$ cat config.mk
export PLATFORM = sky130hd
export DESIGN_NAME = decode_in_queue
export DESIGN_NICKNAME = d
export VERILOG_FILES = /design/src/rtl/decode_in_queue.sv
export SDC_FILE = /design/constraint.sdc
export NUM_CORES = 1
export LEC_CHECK = 0
export ABC_AREA = 1
export BUFFER_PORTS_ARGS = -buffer_cell sky130_fd_sc_hd__buf_4
export CORE_MARGIN = 5
export CORE_UTILIZATION = 53
export DETAILED_ROUTE_END_ITERATION = 16
export MAX_ROUTING_LAYER = met4
export PLACE_DENSITY = 0.76
export SLEW_MARGIN = 20
export SYNTH_ARGS = -nofsm -noshare
export SYNTH_HDL_FRONTEND = slang
export SYNTH_SLANG_ARGS = --single-unit
$ cat constraint.sdc
create_clock -name clock -period 2.94 [get_ports clock]
set_clock_uncertainty 0.1 [all_clocks]
set_input_delay 0.294 -clock clock [delete_from_list [all_inputs] [get_ports clock]]
set_output_delay 0.294 -clock clock [all_outputs]
set_load 0.01 [all_outputs]
$ cat src/rtl/decode_in_queue.sv
// decode_in_queue: instruction queue between the LC3 fetch and decode stages.
// Holds up to DEPTH {npc, instruction, psr} tuples in a circular buffer and
// presents the oldest one on registered head outputs with valid/ready
// handshakes on both sides. A synchronous flush empties the queue for
// branch/trap redirection.
//
// Optional feature: define DECODE_IN_QUEUE_OVF_CHK_EN to build a sticky
// overflow detector on err_overflow. Without it the port is tied to 0.
module decode_in_queue #(
  parameter int DATA_W = 16,
  parameter int PSR_W  = 3,
  parameter int DEPTH  = 4,
  parameter int CNT_W  = $clog2(DEPTH + 1)
) (
  input  logic              clock,
  input  logic              reset,
  input  logic              flush,
  input  logic              in_valid,
  output logic              in_ready,
  input  logic [DATA_W-1:0] npc_in,
  input  logic [DATA_W-1:0] Instr_dout,
  input  logic [PSR_W-1:0]  psr,
  output logic              out_valid,
  input  logic              out_ready,
  output logic [DATA_W-1:0] npc_out,
  output logic [DATA_W-1:0] instr_out,
  output logic [PSR_W-1:0]  psr_out,
  output logic              enable_decode,
  output logic [CNT_W-1:0]  count,
  output logic              err_overflow
);

  localparam int               PTR_W    = $clog2(DEPTH);
  localparam logic [CNT_W-1:0] FULL_CNT = CNT_W'(DEPTH);

  typedef struct packed {
    logic [DATA_W-1:0] npc;
    logic [DATA_W-1:0] instr;
    logic [PSR_W-1:0]  psr;
  } entry_t;

  entry_t           mem [DEPTH];
  entry_t           in_entry;
  entry_t           head;
  entry_t           head_nxt;
  logic [PTR_W-1:0] wr_ptr;
  logic [PTR_W-1:0] rd_ptr;
  logic [PTR_W-1:0] wr_ptr_nxt;
  logic [PTR_W-1:0] rd_ptr_nxt;
  logic [CNT_W-1:0] count_nxt;
  logic [CNT_W-1:0] remaining;
  logic             push;
  logic             pop;

  assign in_entry = '{npc: npc_in, instr: Instr_dout, psr: psr};

  // Full/empty gating comes straight from registered state, so neither
  // handshake has a combinational path from the other side.
  assign in_ready = (count != FULL_CNT);
  assign push     = in_valid & in_ready;
  assign pop      = out_valid & out_ready;

  // Entries left in the buffer after this cycle's pop, before any push.
  assign remaining = count - CNT_W'(pop);

  // Next-state for pointers, occupancy and the registered head entry.
  always_comb begin
    // NOTE: every variable gets a default first so no path leaves it
    // unassigned; an unassigned path in always_comb infers a latch.
    wr_ptr_nxt = wr_ptr;
    rd_ptr_nxt = rd_ptr;
    count_nxt  = count;
    head_nxt   = head;
    if (flush) begin
      wr_ptr_nxt = '0;
      rd_ptr_nxt = '0;
      count_nxt  = '0;
    end else begin
      if (push) wr_ptr_nxt = wr_ptr + PTR_W'(1);
      if (pop)  rd_ptr_nxt = rd_ptr + PTR_W'(1);
      if (push && !pop)      count_nxt = count + CNT_W'(1);
      else if (pop && !push) count_nxt = count - CNT_W'(1);
      // The next head is either already in the buffer or is the tuple being
      // written right now (queue empty after this cycle's pop).
      if (count_nxt != '0) begin
        if (remaining == '0) head_nxt = in_entry;
        else                 head_nxt = mem[rd_ptr_nxt];
      end
    end
  end

  // Storage write; a flush discards the tuple offered in the same cycle.
  // NOTE: the buffer array has no reset: its contents are only observed
  // through count/pointers, which are reset, so clearing it buys nothing.
  always_ff @(posedge clock) begin
    if (push && !flush) mem[wr_ptr] <= in_entry;
  end

  // Control and head registers.
  always_ff @(posedge clock or posedge reset) begin
    // NOTE: state registers use non-blocking assignments so every flop
    // samples pre-edge values regardless of statement order.
    if (reset) begin
      wr_ptr        <= '0;
      rd_ptr        <= '0;
      count         <= '0;
      out_valid     <= 1'b0;
      enable_decode <= 1'b0;
      head          <= '0;
    end else begin
      wr_ptr        <= wr_ptr_nxt;
      rd_ptr        <= rd_ptr_nxt;
      count         <= count_nxt;
      out_valid     <= (count_nxt != '0);
      enable_decode <= pop & ~flush;
      head          <= head_nxt;
    end
  end

  assign npc_out   = head.npc;
  assign instr_out = head.instr;
  assign psr_out   = head.psr;

`ifdef DECODE_IN_QUEUE_OVF_CHK_EN
  // Sticky overflow: fetch offered a tuple while full; only reset clears it.
  always_ff @(posedge clock or posedge reset) begin
    if (reset)                             err_overflow <= 1'b0;
    else if (in_valid && !in_ready && !flush) err_overflow <= 1'b1;
  end
`else
  assign err_overflow = 1'b0;
`endif

endmodule

==> results.cfg <==
[logic_synthesis]
synth.distinct_cells = 21
synth_cells = 733
syn_area_sq_mm = 0.00789
yosysTopAreaCell = edfxtp_1
ys_seq_elements = 184
syn-num-nets = 781
synth.avg_cell_area_sq_um = 10.8
ys_async_sr_fraction_pct = 23.9
synth_area_leaders = edfxtp_1 53%, dfrtp_1 14%, nand3_1 11%, nand2_1 11%, nand4_1 2.9%
synth.top_cell.area_share_pct = 53.3
synth-main-ff-cell = edfxtp_1
netlist_top_cells_count = 231 x nand2_1, 178 x nand3_1, 140 x edfxtp_1
yosysSeqAreaShare_pct = 67.3
synth.most_common_cell = nand2_1
synth_edf_count = 140
yosys_warnings = 0

[placed_design]
place_ws_ns = 0.527
dp.cells = 964
placed_area_sq_mm = 0.00864
io_buffers = 80
place.gp.congestion = 0.779
hpwl_mm = 10.8

[run_status]
status = complete, no violations

[power]
p_leak_uw = 0.00404
p_sw_uw = 3280
p_sw_share_pct = 37.7
seq_power_share_pct = 38.5
ir_drop_uv = 563
power_frac_comb_pct = 37.0
intPower_uw = 5420
powerDensity_mw_per_mm2 = 909
pwr-share-clk_pct = 24.5

[clocking]
cts_resized = 0
htree_levels = 4
clock_latency_ns = 0.44
cts_root_buf = clkbuf_16
cts_max_path_buffers = 2
cts_setup_buffers = 0
cts_tree = built
cts_inserted_buffers = 17
clkTransAtPathRegs_ns = 0.07
clock-sinks = 184

[die]
die_area_sq_mm = 0.0174
start_util_pct = 54.1
io_pins = 82
die_h_um = 132
core_sq_mm = 0.0146
die_x_um = 132
row_count = 44

[critical_path]
crit_family = simple AND/OR/NAND/NOR gates
path_max_fanout = 23
startpoint_type = flop
rr_startpoint = count[0]
crit_required_ns = 2.97
endpoint_kind = flop
reg2regPathDepth = 8
cpMaxStageDelayCell = nor2_4
crit_cells = 8
arrival_ns = 2.48
r2r-end = mem[1][10]
crit_type = flop to flop
ff2ff_setup_slack_ns = 0.50
cpPeakStageDelay_ns = 0.46
crit_start = count[0]
path_cells = inv_1 > ha_1 > nand2_2 > nand2_1 > inv_1 > nand2_1 > nor2_4 > buf_12
crit_buf_inv = 3

[route]
wirelength_mm = 18.5
wl_per_cell_um = 17.9
via_per_inst = 5.67
drc = 0
first_pass_iters = 8
ant_nets = 0
vias = 5854
drt_iter0_markers = 593

[job]
drv_cap = 0

[final_layout]
syn_to_final_growth_pct = 21.3
n_antenna_cell = 0
layout.nets = 884
fin_area_sq_mm = 0.00957
fin_cells = 1033
fillers = 1095
drive_above_1_share_pct = 17.0

[timing]
setup-tns-final_ns = 0
slew_headroom_pct = 45.0
maxSlewViolCount = 0
holdWs_ns = 0.119
worst_slack_ns = 0.500
rsz0062_at_grt = no
fmax_ghz = 0.410
final_hold_viol_count = 0
post-route-min-period_ns = 2.44
setup_viol = 0
worstMarginPinSlew_ns = 0.822
fin_crit_sh_pct = 83.0

[min_path]
hold_class = primary input to flop
min_path_cells = 3
hp-start = out_ready
worstHoldEndpoint = enable_decode

[grt]
track_usage_pct = 22.2
antenna_found_initial = 0
grt_max_degree = 71
grt_pass1_wl_mm = 30.2
grt_pass1_vias = 5925
grt.overflow.total = 0
## cell families after synthesis
group | share of synthesized area, %
flops | 67.3
other cells | 0.0475
buf+inv | 4.03
fa+ha+maj | 1.27
compound gates | 0.0634
simple gates | 27.3
## tightest hold or removal path, stage by stage
cell,delay (ns)
buf_4,0.12
nand2_2,0.13
nor2_1,0.07
## repair_timing
action	in CTS	in global routing
endpoints found under the setup margin	0	0
hold buffers	36	1
endpoints found under the hold margin	143	44
## layer usage
layer  global-route usage, %  vias to the layer above  part of all wire, %
met1                    26.7                     2813                   40
met4                    8.17                        0                  1.8
met3                    3.70                       35                  6.1
li1                        -                     2765                    -
met2                    37.8                      241                   52
met5                       -                        -                    0
## layout by cell type (no fill, tap or decap), types with 6 or more instances in the layout
master	Yosys	final
dfrtp_1	44	44
inv_1	21	20
nand3_1	178	178
edfxtp_1	140	140
nor2_1	10	6
ha_1	8	8
nand2_2	6	7
dlygate4sd3_1	0	37
nand4_1	36	36
clkbuf_16	0	17
buf_4	1	91
nand2_1	231	230
## power groups by stage
stage                     Clock (uW)  Sequential, uW  Combinational [uW]
final                           2130            3350                3210
after floorplan                    0            3500                2000
after CTS                       2160            3350                3220
after detailed placement           0            3400                3170
after global routing            2280            3390                3610
after global placement             0            3390                3070
## registers in the layout, summed over array words and instances (netlist names)
name,count
instr_out,16
count,3
out_valid,1
wr_ptr,2
enable_decode,1
mem,140
rd_ptr,2
psr_out,3
npc_out,16
## worst max path at each step
stage | end | slack [ns]
after CTS | mem[1][10] | 0.50
after global placement | mem[1][12] | 0.65
after global routing | npc_out[13] | 0.30
final | mem[1][10] | 0.50
after detailed placement | mem[1][12] | 0.53
after floorplan | mem[0][0] | -0.19
## metrics by stage
stage	total power, uW	util (%)
after floorplan	5500	-
after global placement	6460	59.2
after detailed placement	6570	59.2
after CTS	8740	65.5
after global routing	9270	65.6
final	8700	65.6
## layout make-up
type	count	area [sq um]	area share, %
clock buffers	18	439	4.59
clock inverters	14	115	1.20
inverters	23	87.6	0.915
multi-input cells	480	2300	24.0
flip-flops and latches	184	5310	55.4
well taps	184	230	2.41
repair buffers	130	1090	11.4
No activity file was read; power rests on OpenSTA's default activity.
